### config.mk
export PLATFORM = sky130hd
export DESIGN_NAME = rom_load_sequencer_flat
export DESIGN_NICKNAME = d
export VERILOG_FILES = /design/src/rtl/rom_load_sequencer_pkg.sv /design/src/rtl/rom_load_sequencer_if.sv /design/src/rtl/rom_load_sequencer_dl_fifo.sv /design/src/rtl/rom_load_sequencer.sv /design/src/flat_wrapper.sv
export SDC_FILE = /design/constraint.sdc
export NUM_CORES = 1
export LEC_CHECK = 0
export ABC_AREA = 0
export BUFFER_PORTS_ARGS = -buffer_cell sky130_fd_sc_hd__buf_2
export CORE_MARGIN = 2
export CORE_UTILIZATION = 30
export CTS_BUF_LIST = sky130_fd_sc_hd__clkbuf_2
export CTS_CLUSTER_DIAMETER = 60
export DETAILED_ROUTE_END_ITERATION = 7
export PLACE_DENSITY_LB_ADDON = 0.08
export SYNTH_ARGS = -nofsm -noshare
export SYNTH_HDL_FRONTEND = slang
export SYNTH_SLANG_ARGS = --single-unit
### constraint.sdc
create_clock -name i_clk_sys -period 2.9 [get_ports i_clk_sys]
set_clock_uncertainty 0.2 [all_clocks]
set_input_delay 0.58 -clock i_clk_sys [delete_from_list [all_inputs] [get_ports i_clk_sys]]
set_output_delay 0.58 -clock i_clk_sys [all_outputs]
set_load 0.05 [all_outputs]
### src/rtl/rom_load_sequencer_pkg.sv
// Shared types and defaults for the ROM download sequencer.
package rom_load_sequencer_pkg;

   localparam int unsigned DEF_ROM_SIZE = 32'h0001_0000;

   typedef enum logic [2:0] {
      ST_WAIT_DL = 3'd0,
      ST_LOAD    = 3'd1,
      ST_DRAIN   = 3'd2,
      ST_HOLD    = 3'd3,
      ST_RUN     = 3'd4
   } seq_state_e;

   typedef struct packed {
      logic [16:0] addr;
      logic [7:0]  data;
   } fifo_entry_t;

endpackage

### src/rtl/rom_load_sequencer_if.sv
// Download bus: hps_io ioctl side plus the core ROM write port.
interface rom_load_sequencer_if;
   logic        ioctl_download;
   logic        ioctl_wr;
   logic [24:0] ioctl_addr;
   logic [7:0]  ioctl_dout;
   logic        ioctl_wait;
   logic [16:0] dn_addr;
   logic [7:0]  dn_data;
   logic        dn_wr;

   modport master (
      output ioctl_download, ioctl_wr, ioctl_addr, ioctl_dout,
      input  ioctl_wait, dn_addr, dn_data, dn_wr
   );

   modport slave (
      input  ioctl_download, ioctl_wr, ioctl_addr, ioctl_dout,
      output ioctl_wait, dn_addr, dn_data, dn_wr
   );
endinterface

### src/rtl/rom_load_sequencer_dl_fifo.sv
// Small synchronous byte FIFO between the ioctl strobe and the paced ROM writer.
module dl_fifo
   import rom_load_sequencer_pkg::*;
#(
   parameter int unsigned FIFO_DEPTH = 4,
   localparam int unsigned AW = (FIFO_DEPTH > 1) ? $clog2(FIFO_DEPTH) : 1,
   localparam int unsigned CW = $clog2(FIFO_DEPTH) + 1
) (
   input  logic          i_clk,
   input  logic          i_flush,
   input  logic          i_push,
   input  fifo_entry_t   i_data,
   input  logic          i_pop,
   output fifo_entry_t   o_data,
   output logic          o_full,
   output logic          o_empty,
   output logic [CW-1:0] o_count
);

   fifo_entry_t   r_mem [FIFO_DEPTH];
   logic [AW-1:0] r_wr_ptr;
   logic [AW-1:0] r_rd_ptr;
   logic [CW-1:0] r_count;
   logic          w_do_push;
   logic          w_do_pop;

   assign o_full    = (r_count == CW'(FIFO_DEPTH));
   assign o_empty   = (r_count == '0);
   assign o_count   = r_count;
   assign o_data    = r_mem[r_rd_ptr];
   assign w_do_push = i_push && !o_full;
   assign w_do_pop  = i_pop && !o_empty;

   // Storage write; contents need no reset because the pointers define validity.
   always_ff @(posedge i_clk) begin
      if (w_do_push) begin
         r_mem[r_wr_ptr] <= i_data;
      end
   end

   // Pointer and occupancy tracking; pointers wrap naturally at a power-of-two depth.
   always_ff @(posedge i_clk) begin
      if (i_flush) begin
         r_wr_ptr <= '0;
         r_rd_ptr <= '0;
         r_count  <= '0;
      end else begin
         if (w_do_push) begin
            r_wr_ptr <= r_wr_ptr + AW'(1);
         end
         if (w_do_pop) begin
            r_rd_ptr <= r_rd_ptr + AW'(1);
         end
         r_count <= r_count + CW'(w_do_push) - CW'(w_do_pop);
      end
   end

endmodule

### src/rtl/rom_load_sequencer.sv
// Paces HPS ROM download bytes into the core ROM port and owns the core reset.
//
// state   | meaning
// --------+------------------------------------------------
// WAIT_DL | out of reset, no ROM loaded yet
// LOAD    | download window open, bytes accepted
// DRAIN   | window closed, FIFO still emptying
// HOLD    | settle counter running, core held in reset
// RUN     | core released
module rom_load_sequencer
   import rom_load_sequencer_pkg::*;
#(
   parameter int unsigned ROM_SIZE   = DEF_ROM_SIZE,
   parameter int unsigned FIFO_DEPTH = 4,
   parameter int unsigned WR_GAP     = 2,
   parameter int unsigned RESET_HOLD = 1024
) (
   input  logic                 i_clk_sys,
   input  logic                 i_reset,
   rom_load_sequencer_if.slave  bus,
   input  logic                 i_ext_reset,
   output logic                 o_core_reset,
   output logic                 o_busy,
   output logic                 o_oor,
   output logic                 o_ovf
);

   localparam int unsigned CW = $clog2(FIFO_DEPTH) + 1;
   localparam int unsigned GW = $clog2(WR_GAP + 1);
   localparam int unsigned HW = $clog2(RESET_HOLD + 1);
   localparam logic [HW-1:0] HOLD_LAST = HW'(RESET_HOLD - 1);

   seq_state_e    r_state;
   seq_state_e    w_state_nxt;
   logic [HW-1:0] r_hold;
   logic [HW-1:0] w_hold_nxt;
   logic [GW-1:0] r_gap;
   logic          r_core_reset;
   logic          r_busy;
   logic          w_core_reset_nxt;
   logic          w_busy_nxt;
   logic          r_oor;
   logic          r_ovf;
   logic          r_wait;
   logic [16:0]   r_dn_addr;
   logic [7:0]    r_dn_data;
   logic          r_dn_wr;

   logic          w_in_range;
   logic          w_in_load;
   logic          w_push;
   logic          w_pop;
   logic          w_full;
   logic          w_empty;
   logic [CW-1:0] w_count;
   logic [CW-1:0] w_count_nxt;
   fifo_entry_t   w_fifo_in;
   fifo_entry_t   w_fifo_head;
   logic          w_enter_load;

   assign w_in_range   = (32'(bus.ioctl_addr) < ROM_SIZE);
   assign w_in_load    = (r_state == ST_LOAD);
   assign w_push       = w_in_load && bus.ioctl_wr && w_in_range && !w_full;
   assign w_pop        = !w_empty && (r_gap == '0);
   assign w_count_nxt  = w_count + CW'(w_push) - CW'(w_pop);
   assign w_enter_load = (w_state_nxt == ST_LOAD) && (r_state != ST_LOAD);
   assign w_fifo_in    = '{addr: bus.ioctl_addr[16:0], data: bus.ioctl_dout};

   dl_fifo #(
      .FIFO_DEPTH (FIFO_DEPTH)
   ) u_fifo (
      .i_clk   (i_clk_sys),
      .i_flush (i_reset),
      .i_push  (w_push),
      .i_data  (w_fifo_in),
      .i_pop   (w_pop),
      .o_data  (w_fifo_head),
      .o_full  (w_full),
      .o_empty (w_empty),
      .o_count (w_count)
   );

   // State register; core_reset and busy are registered from the next state.
   always_ff @(posedge i_clk_sys) begin
      if (i_reset) begin
         r_state      <= ST_WAIT_DL;
         r_hold       <= '0;
         r_core_reset <= 1'b1;
         r_busy       <= 1'b0;
      end else begin
         r_state      <= w_state_nxt;
         r_hold       <= w_hold_nxt;
         r_core_reset <= w_core_reset_nxt;
         r_busy       <= w_busy_nxt;
      end
   end

   // Next-state and settle-counter decisions.
   always_comb begin
      w_state_nxt = r_state;
      w_hold_nxt  = r_hold;
      unique case (r_state)
         ST_WAIT_DL: begin
            if (bus.ioctl_download) begin
               w_state_nxt = ST_LOAD;
            end
         end
         ST_LOAD: begin
            if (!bus.ioctl_download) begin
               if (w_empty) begin
                  w_state_nxt = ST_HOLD;
                  w_hold_nxt  = '0;
               end else begin
                  w_state_nxt = ST_DRAIN;
               end
            end
         end
         ST_DRAIN: begin
            // Wait for the last strobe to retire so HOLD starts after the final write.
            if (w_empty && !r_dn_wr) begin
               w_state_nxt = ST_HOLD;
               w_hold_nxt  = '0;
            end
         end
         ST_HOLD: begin
            if (bus.ioctl_download) begin
               w_state_nxt = ST_LOAD;
            end else if (i_ext_reset) begin
               w_hold_nxt = '0;
            end else if (r_hold == HOLD_LAST) begin
               w_state_nxt = ST_RUN;
            end else begin
               w_hold_nxt = r_hold + HW'(1);
            end
         end
         ST_RUN: begin
            if (bus.ioctl_download) begin
               w_state_nxt = ST_LOAD;
            end else if (i_ext_reset) begin
               w_state_nxt = ST_HOLD;
               w_hold_nxt  = '0;
            end
         end
         default: begin
            w_state_nxt = ST_WAIT_DL;
         end
      endcase
   end

   // Output decode of the upcoming state.
   always_comb begin
      w_core_reset_nxt = (w_state_nxt != ST_RUN);
      w_busy_nxt       = (w_state_nxt == ST_LOAD) || (w_state_nxt == ST_DRAIN) ||
                         (w_state_nxt == ST_HOLD);
   end

   // Paced ROM writer: one strobe per pop, then WR_GAP-1 idle cycles.
   always_ff @(posedge i_clk_sys) begin
      if (i_reset) begin
         r_gap     <= '0;
         r_dn_addr <= '0;
         r_dn_data <= '0;
         r_dn_wr   <= 1'b0;
      end else if (w_pop) begin
         r_gap     <= GW'(WR_GAP - 1);
         r_dn_addr <= w_fifo_head.addr;
         r_dn_data <= w_fifo_head.data;
         r_dn_wr   <= 1'b1;
      end else begin
         r_dn_wr <= 1'b0;
         if (r_gap != '0) begin
            r_gap <= r_gap - GW'(1);
         end
      end
   end

   // Sticky error flags, cleared each time a new download window opens.
   always_ff @(posedge i_clk_sys) begin
      if (i_reset) begin
         r_oor <= 1'b0;
         r_ovf <= 1'b0;
      end else if (w_enter_load) begin
         r_oor <= 1'b0;
         r_ovf <= 1'b0;
      end else if (w_in_load && bus.ioctl_wr) begin
         if (!w_in_range) begin
            r_oor <= 1'b1;
         end else if (w_full) begin
            r_ovf <= 1'b1;
         end
      end
   end

   // Backpressure one entry early so a strobe already in flight still fits.
   always_ff @(posedge i_clk_sys) begin
      if (i_reset) begin
         r_wait <= 1'b0;
      end else begin
         r_wait <= (w_count_nxt >= CW'(FIFO_DEPTH - 1));
      end
   end

   assign bus.ioctl_wait = r_wait;
   assign bus.dn_addr    = r_dn_addr;
   assign bus.dn_data    = r_dn_data;
   assign bus.dn_wr      = r_dn_wr;
   assign o_core_reset   = r_core_reset;
   assign o_busy         = r_busy;
   assign o_oor          = r_oor;
   assign o_ovf          = r_ovf;

endmodule

### src/flat_wrapper.sv
// flat-port wrapper written by rule: the top's interface ports become plain ports
module rom_load_sequencer_flat import rom_load_sequencer_pkg::*;
#(
   parameter int unsigned ROM_SIZE   = DEF_ROM_SIZE,
   parameter int unsigned FIFO_DEPTH = 4,
   parameter int unsigned WR_GAP     = 2,
   parameter int unsigned RESET_HOLD = 1024
)
  (i_clk_sys, i_reset, i_ext_reset, o_core_reset, o_busy, o_oor, o_ovf, bus_ioctl_download, bus_ioctl_wr, bus_ioctl_addr, bus_ioctl_dout, bus_ioctl_wait, bus_dn_addr, bus_dn_data, bus_dn_wr);
  rom_load_sequencer_if bus_i ();
  input  logic i_clk_sys;
  input  logic i_reset;
  input  logic i_ext_reset;
  output logic o_core_reset;
  output logic o_busy;
  output logic o_oor;
  output logic o_ovf;
  input wire logic [$bits(bus_i.ioctl_download)-1:0] bus_ioctl_download;
  input wire logic [$bits(bus_i.ioctl_wr)-1:0] bus_ioctl_wr;
  input wire logic [$bits(bus_i.ioctl_addr)-1:0] bus_ioctl_addr;
  input wire logic [$bits(bus_i.ioctl_dout)-1:0] bus_ioctl_dout;
  output wire logic [$bits(bus_i.ioctl_wait)-1:0] bus_ioctl_wait;
  output wire logic [$bits(bus_i.dn_addr)-1:0] bus_dn_addr;
  output wire logic [$bits(bus_i.dn_data)-1:0] bus_dn_data;
  output wire logic [$bits(bus_i.dn_wr)-1:0] bus_dn_wr;
  assign bus_i.ioctl_download = bus_ioctl_download;
  assign bus_i.ioctl_wr = bus_ioctl_wr;
  assign bus_i.ioctl_addr = bus_ioctl_addr;
  assign bus_i.ioctl_dout = bus_ioctl_dout;
  assign bus_ioctl_wait = bus_i.ioctl_wait;
  assign bus_dn_addr = bus_i.dn_addr;
  assign bus_dn_data = bus_i.dn_data;
  assign bus_dn_wr = bus_i.dn_wr;
  rom_load_sequencer #(.ROM_SIZE(ROM_SIZE), .FIFO_DEPTH(FIFO_DEPTH), .WR_GAP(WR_GAP), .RESET_HOLD(RESET_HOLD)) u_core (.i_clk_sys(i_clk_sys), .i_reset(i_reset), .bus(bus_i), .i_ext_reset(i_ext_reset), .o_core_reset(o_core_reset), .o_busy(o_busy), .o_oor(o_oor), .o_ovf(o_ovf));
endmodule
==> results of run 1 <==
## report_power, final
group / internal (mW) / switching (mW) / total [mW]
logic: 0.771 / 1.37 / 2.14
registers: 2.53 / 0.163 / 2.70
clock network: 0.329 / 0.782 / 1.11
total: 3.63 / 2.31 / 5.95
## state kept, by name, indices dropped and copies added, names as in the netlist
signal                  count
u_core.o_oor                1
u_core.u_fifo.r_wr_ptr      2
u_core.r_gap                2
u_core.u_fifo.r_rd_ptr      2
u_core.o_core_reset         1
u_core.bus.dn_data          8
u_core.r_state              3
u_core.bus.dn_wr            1
u_core.r_hold              11
u_core.o_busy               1
u_core.bus.ioctl_wait       1
u_core.u_fifo.r_mem       100
u_core.o_ovf                1
u_core.bus.dn_addr         17
u_core.u_fifo.o_count       3
## worst max path at each step
stage	startpoint	cells past startpoint	slack, ps	end
floorplan	bus_ioctl_addr[21]	10	100	u_core.u_fifo.o_count[2]
global placement	bus_ioctl_addr[21]	11	150	u_core.u_fifo.o_count[2]
detailed placement	bus_ioctl_addr[21]	11	120	u_core.u_fifo.o_count[2]
CTS	u_core.r_state[2]	10	400	u_core.u_fifo.o_count[2]
global route	u_core.r_state[0]	10	170	u_core.u_fifo.o_count[2]
finish	u_core.r_state[2]	10	420	u_core.u_fifo.o_count[2]
## layout make-up
cell class,count,share of cell area
Clock inverter,12,0.0159
Inverter,15,0.00772
Timing Repair Buffer,112,0.110
Tap cell,265,0.0454
Clock buffer,20,0.0137
Sequential cell,154,0.560
Antenna cell,1,0.000343
Multi-Input combinational cell,233,0.247
## metrics by stage
step	total power, mW	setup WS (ps)
2_1_floorplan	4.32	103
3_3_place_gp	4.90	149
3_5_place_dp	4.92	123
4_1_cts	6.08	396
5_1_grt	6.36	170
6_report	5.95	419
## layer usage
layer	up-vias	routed length (µm)	global-route usage
li1	1792	-	-
met1	1841	5670	0.151
met2	47	6630	0.218
met3	9	416	0.0376
met4	0	67	0.0353
met5	-	0	0
## synth_stat cells (4+ instances only)
cell	number	area, µm²
a21oi_1	34	170
a31oi_1	5	31.3
and2_1	6	37.5
buf_2	6	30.0
clkbuf_1	11	41.3
dfxtp_1	54	1080
edfxtp_1	100	3000
ha_1	10	125
inv_1	14	52.6
mux2i_1	4	40.0
mux4_2	25	563
nand2_1	59	221
nand3_1	6	30.0
nor2_1	21	78.8
nor3_1	6	30.0
o21ai_0	5	25.0
or3_1	5	31.3
xnor2_1	5	43.8
## kinds of logic after synthesis
family,Yosys count
flops,154
buf+inv,34
compound gates,54
fa+ha+maj,12
xor+xnor,7
mux,30
simple gates,130
## worst max-delay path: stages (launching register included)
cell and delay [ps]:
dfxtp_1 370, nor3b_1 270, nand2_1 160, a211oi_2 250, inv_1 70, ha_1 270, inv_1 40, ha_1 180
fa_1 380, xnor2_1 160, nor2_1 50
==> impl_metrics.toml, run 1 <==
[run_status]
outcome = "finished, final reports clean"

[floorplanning]
dieArea_um2 = 21200
start_util = 0.307
die_y_um = 146
die-width_um = 146
rows = 51
io_pins = 69
core_area_um2 = 19600

[synthesis]
synth.net_count = 471
yosysSeqAreaShare = 0.678
synth_cell_types = 49
synth_top_family_by_area = "simple AND/OR/NAND/NOR gates"
syn-instance-count = 421
ys_ff_latch = 154
async_flop_share = 0
synth-simple-area-share = 0.107
synth-adder-area-share = 0.0274
synth-compound-area-share = 0.0526
synth_area_um2 = 6020
synth_xor_area_frac = 0.0102
syn-mean-instance-area_um2 = 14.3
synth_edf_count = 100
synthFlopType = "edfxtp_1"
yosys_warnings = 0
synth.area.mux_share = 0.102

[detailed_routing]
route.detailed.drc = 0
firstDrtPassIters = 5
drtIter0Drc = 125
wl_per_cell_um = 15.8
antenna_left = 0
wl_um = 12800
via_per_inst = 4.54
via_count = 3689

[sta]
grt_setup_unrepaired = "false"
setup_viol = 0
hold_ws_ps = 194
min_period_over_period = 0.855
worst_slew_pin_slew_ps = 523
setup_tns_ps = 0
max_freq_mhz = 403
relSlewSlack = 0.651
maxSlewViolCount = 0
fin_crit_ps = 2480
hold_violations = 0

[worst_hold_path]
hold_depth = 4
hp-class = "input port to flip-flop"
hold_end = "u_core.r_hold[10]"
min_from = "i_ext_reset"

[clock_network]
clock_sinks = 154
post-cts-setup-buffers = 0
cts_inserted_buffers = 17
cts_hold_buf = 28
cts_tree = "done"
htree_levels = 4
clk_pin_slew_worst_paths_ps = 220
cts_resized = 0
clk_latency_ps = 690
clock-root-buffer = "clkbuf_2"
clock_path_buffers = 2

[place]
hpwl_um = 7950
numPortBuffers = 68
gp_congestion = 0.711
place_inst = 751
post_dp_cell_area_um2 = 6800

[pwr]
p_leak_nw = 2.56
p_per_area_nw_per_um2 = 815
vdd_drop_max_uv = 290

[worst_setup_path]
path_max_fanout = 2
regToRegStartpoint = "u_core.r_state[2]"
ff2ff_setup_slack_ps = 420
reg2reg_depth = 10
timing_worst_setup_path_type = "flip-flop to flip-flop"
critPathRequiredTime_ps = 3290
start_kind = "flip-flop"
worst-endpoint-arrival_ps = 2870
r2r_end = "u_core.u_fifo.o_count[2]"
cp-end-kind = "flip-flop"

[final_layout]
layout-drive-gt1-share = 0.273
final_cell_mix = "edfxtp_1 (100), buf_2 (68), nand2_1 (59), dfxtp_1 (53), a21oi_1 (34)"
fin_nets = 583
area_growth_syn_to_layout_pct = 21.1
multi_input_area_um2 = 1800
final_common_cell = "edfxtp_1"
finalCoreUtilization = 0.372
final_cell_count_no_fill = 812
regArea_um2 = 4090
finish.instance_area_um2 = 7300
fillers = 1912

[global_route]
antenna_found_initial = 1
grt_max_degree = 28
grt_usage = 0.125
grt_pass1_vias = 3728
grt_pass1_wl_um = 20300
grt_overflow_total = 0

[job]
maxCapViolations = 0
(Power assumes the default switching activity.)
==> inputs of run 2 (changes only) <==
- BUFFER_PORTS_ARGS: -buffer_cell sky130_fd_sc_hd__buf_2 -> default
- DONT_BUFFER_PORTS: default -> 1
==> impl_metrics.toml, run 2 (synthesis gave the netlist of run 1 again) <==
[run_status]
outcome = "finished, final reports clean"

[worst_setup_path]
crit_path_start = "u_core.r_state[1]"
critPathRequiredTime_ps = 3350
cp_cell_sequence = "nor3b_1 -> nand2_1 -> a211oi_2 -> inv_1 -> ha_1 -> inv_1 -> ha_1 -> fa_1 -> xnor2_1 -> nor2_1"
cp-end-kind = "flip-flop"
slowest_delay_ps = 470
slowest_stage = "dfxtp_1"
regToRegStartpoint = "u_core.r_state[1]"
worst-endpoint-arrival_ps = 3050
path_max_fanout = 11
timing_worst_setup_path_type = "flip-flop to flip-flop"
crit_family = "adder cells"
cp_num_buf_inv = 2
start_kind = "flip-flop"

[sta]
grt_setup_unrepaired = "false"
min_period_over_period = 0.898
relSlewSlack = 0.630
worst_slew_pin_slew_ps = 555
maxSlewViolCount = 0
setup_tns_ps = 0
max_freq_mhz = 384
setup_viol = 0
fin_crit_ps = 2600
hold_violations = 0
hold_ws_ps = 95.2

[worst_hold_path]
hp-class = "input port to flip-flop"
min_from = "bus_ioctl_addr[18]"

[detailed_routing]
via_count = 3470
route.detailed.drc = 0
antenna_left = 0
drtIter0Drc = 178
firstDrtPassIters = 6
via_per_inst = 4.65
wl_um = 12800
wl_per_cell_um = 17.1

[floorplanning]
die-width_um = 146
die_y_um = 146
io_pins = 69
dieArea_um2 = 21200
rows = 51
core_area_um2 = 19600
start_util = 0.307

[global_route]
antenna_found_initial = 1
grt_pass1_vias = 3598
grt_max_degree = 42
grt_usage = 0.126
grt_pass1_wl_um = 20300
grt_overflow_total = 0

[final_layout]
largest-register = "u_core.u_fifo.r_mem"
final_common_cell = "edfxtp_1"
fillers = 1927
multi_input_area_um2 = 1800
regArea_um2 = 4090
fin_nets = 517
area_growth_syn_to_layout_pct = 17.2
final_cell_mix = "edfxtp_1 (100), nand2_1 (59), dfxtp_1 (53), a21oi_1 (34), dlygate4sd3_1 (31)"
layout-drive-gt1-share = 0.167
finalCoreUtilization = 0.360
final_cell_count_no_fill = 747
largest_reg_flops = 100

[place]
numPortBuffers = 0
place_inst = 681
hpwl_um = 7860
gp_congestion = 0.700

[clock_network]
htree_levels = 4
clock_path_buffers = 2
clk_pin_slew_worst_paths_ps = 240
cts_hold_buf = 32
clock_sinks = 154
cts_resized = 0
cts_tree = "done"
clock-root-buffer = "clkbuf_2"
post-cts-setup-buffers = 0
clk_latency_ps = 710
cts_inserted_buffers = 17

[pwr]
vdd_drop_max_uv = 448
p_leak_nw = 2.32
p_per_area_nw_per_um2 = 865

[job]
maxCapViolations = 0
run 2: cell types whose count changed in the layout (fill, tap and decap cells not counted), sizes merged, moves of 2 or more:
cell	change
buf	-69
bufinv	+3
clkinv	+2
dlygate4sd3	+3
clkinvlp	-4
run 2: metal layers:
layer / vias to the layer above / global-route usage / part of all wire
met4: 0 / 0.0456 / 0.016
li1: 1669 / - / -
met2: 51 / 0.216 / 0.51
met5: - / 0 / 0
met1: 1736 / 0.149 / 0.43
met3: 14 / 0.0392 / 0.045
run 2: through the flow:
step | area (µm²) | setup WS (ps) | total power [mW]
final | 7060 | 297 | 6.11
after CTS | 7060 | 285 | 6.23
after global placement | 6440 | 203 | 4.76
after floorplan | 6020 | 103 | 4.32
after detailed placement | 6440 | 152 | 4.77
after global routing | 7060 | 105 | 6.50
run 2: path summary, 6_finish.rpt:
kind / end / slack [ps] / cells after the start
worst max-delay path: u_core.u_fifo.o_count[2] / 300 / 10
worst max register to register: u_core.u_fifo.o_count[2] / 300 / 10
worst min-delay path: u_core.o_ovf / 100 / 5
worst min register to register: u_core.r_gap[0] / 310 / 2
run 2: cell type report:
class,instances,area share
Antenna cell,2,0.000709
Clock buffer,19,0.0135
Clock inverter,13,0.0269
Inverter,15,0.00797
Multi-Input combinational cell,233,0.255
Sequential cell,154,0.578
Tap cell,265,0.0470
Timing Repair Buffer,46,0.0705
run 2: worst min-delay path: stages:
cell	delay [ps]
nor2_1	30
nand3_1	140
nor2_1	60
a31oi_1	150
nor3_1	50
run 2: power by group:
group | total [mW] | leakage, nW | internal (mW) | switching (mW)
logic | 1.52 | 0.805 | 0.677 | 0.845
clock network | 1.38 | 0.171 | 0.586 | 0.795
registers | 3.21 | 1.34 | 2.53 | 0.673
total | 6.11 | 2.32 | 3.80 | 2.31
==> inputs of run 3 (changes only) <==
- CORE_ASPECT_RATIO: default -> 1.1
- GPL_TIMING_DRIVEN: default -> 0
==> impl_metrics.toml, run 3 (synthesis gave the netlist of run 1 again) <==
[run_status]
outcome = "finished, final reports clean"

[worst_hold_path]
hold_depth = 4
hp-class = "input port to flip-flop"
min_from = "bus_ioctl_addr[22]"
hold_end = "u_core.o_oor"

[worst_setup_path]
path_max_fanout = 20
worst-endpoint-arrival_ps = 3130
critPathRequiredTime_ps = 3290
start_kind = "flip-flop"
regToRegStartpoint = "u_core.u_fifo.o_count[1]"
cp_cell_sequence = "or3_1 -> nand2_4 -> inv_4 -> ha_1 -> inv_1 -> ha_1 -> fa_1 -> xnor2_1 -> a21oi_2"
cp-end-kind = "flip-flop"
r2r_end = "u_core.bus.ioctl_wait"
reg2reg_depth = 9
slowest_stage = "or3_1"
critPathMostFrequentCell = "ha_1"
timing_worst_setup_path_type = "flip-flop to flip-flop"
slowest_delay_ps = 480
ff2ff_setup_slack_ps = 160

[floorplanning]
start_util = 0.304
dieArea_um2 = 21200
rows = 54
core_area_um2 = 19800
die-width_um = 139
die_y_um = 153
io_pins = 69

[sta]
hold_ws_ps = 110
max_freq_mhz = 365
min_period_over_period = 0.945
maxSlewViolCount = 0
fin_crit_ps = 2740
grt_setup_unrepaired = "false"
setup_viol = 0
hold_violations = 0
worst_slew_pin_slew_ps = 724
relSlewSlack = 0.517

[global_route]
grt_pass1_wl_um = 20500
grt_pass1_vias = 3584
antenna_found_initial = 1
grt_overflow_total = 0
grt_usage = 0.128
grt_max_degree = 26

[job]
maxCapViolations = 0

[clock_network]
clock_path_buffers = 2
cts_inserted_buffers = 17
clock_sinks = 154
clk_latency_ps = 700
htree_levels = 4
cts_tree = "done"
clock-root-buffer = "clkbuf_2"
clk_pin_slew_worst_paths_ps = 240

[pwr]
vdd_drop_max_uv = 316
switchingPower_mw = 2.35
seqPwrFrac = 0.542
p_leak_nw = 2.26
p_per_area_nw_per_um2 = 846
p_int_mw = 3.50
clkPwrFrac = 0.190
p_sw_frac = 0.402
p_comb_frac = 0.267

[final_layout]
fin_nets = 522
area_growth_syn_to_layout_pct = 14.6
largest-register = "u_core.u_fifo.r_mem"
fillers = 1940
layout-drive-gt1-share = 0.167
final_cell_mix = "edfxtp_1 (100), nand2_1 (58), dfxtp_1 (54), a21oi_1 (33), dlygate4sd3_1 (29)"
final_common_cell = "edfxtp_1"
regArea_um2 = 4080
largest_reg_flops = 100
multi_input_area_um2 = 1830
finalCoreUtilization = 0.349

[detailed_routing]
firstDrtPassIters = 4
wl_per_cell_um = 17.8
wl_um = 13200
via_count = 3494
drtIter0Drc = 110
antenna_left = 0
route.detailed.drc = 0
via_per_inst = 4.73

[place]
gp_congestion = 0.692
numPortBuffers = 0
hpwl_um = 8280
==> run 3: cell count changes in the layout (fill, tap and decap cells not counted), sizes merged <==
cell / previous run / this run
clkinv: 5 / 8
clkinvlp: 0 / 1
diode: 2 / 1
bufinv: 4 / 1
buf: 15 / 12
clkbuf: 19 / 28
dlygate4sd3: 31 / 29
==> run 3: worst max-delay path by stage <==
stage,end,start
global placement,u_core.u_fifo.r_mem[2][9],u_core.r_state[0]
CTS,u_core.bus.ioctl_wait,u_core.u_fifo.o_count[1]
floorplan,u_core.u_fifo.o_count[2],bus_ioctl_addr[21]
finish,u_core.bus.ioctl_wait,u_core.u_fifo.o_count[1]
global route,u_core.bus.ioctl_wait,u_core.u_fifo.o_count[1]
detailed placement,u_core.bus.ioctl_wait,u_core.u_fifo.o_count[1]
==> run 3: layer usage <==
metal,up-vias,GRT usage,wire length (µm)
met1,1757,0.155,5680
li1,1670,-,-
met4,0,0.0390,123
met3,9,0.0371,511
met2,58,0.222,6860
met5,-,0,0
==> run 3: layout make-up <==
class                           count  area share
Sequential cell                   154       0.591
Multi-Input combinational cell    233       0.266
Timing Repair Buffer               33      0.0464
Tap cell                          252      0.0457
Clock inverter                     14      0.0176
Clock buffer                       18      0.0130
Buffer                             18      0.0114
Inverter                           15     0.00852
Antenna cell                        1    0.000362
==> run 3: metrics by stage <==
| step | setup TNS [ps] | instances | setup WS (ps) | cell area, µm² | total power, mW |
|---|---|---|---|---|---|
| after global placement | -76520 | 673 | -766 | 6340 | 4.74 |
| after floorplan | 0 | 421 | 103 | 6020 | 4.32 |
| final | 0 | 738 | 158 | 6910 | 5.84 |
| after detailed placement | -20390 | 673 | -467 | 6340 | 4.75 |
| after CTS | 0 | 737 | 23.1 | 6890 | 5.94 |
| after global routing | 0 | 738 | 4.49 | 6910 | 6.22 |
==> run 3: critical path, delay by kind of cell, from the launching register on <==
family | cells | cell delay [ps]
buffers and inverters | 2 | 180
XOR/XNOR | 1 | 230
AO/OA/AOI/OAI | 1 | 100
adder cells (fa/ha/maj) | 3 | 860
AND/OR/NAND/NOR | 2 | 670
flip-flops | 1 | 410
==> run 3: repair_timing <==
item,4_1_cts,5_1_grt
hold endpoints to repair,108,0
pin swaps,1,0
resized for setup,7,3
setup buffers,4,0
hold buffers,29,0
endpoints found under the setup margin,104,3
==> run 3: power groups by stage <==
stage | Clock [mW] | Sequential [mW] | Combinational [mW]
after floorplan | 0 | 3.18 | 1.15
after global placement | 0 | 3.23 | 1.52
after detailed placement | 0 | 3.23 | 1.52
after CTS | 1.17 | 3.18 | 1.59
after global routing | 1.26 | 3.19 | 1.78
final | 1.11 | 3.17 | 1.56
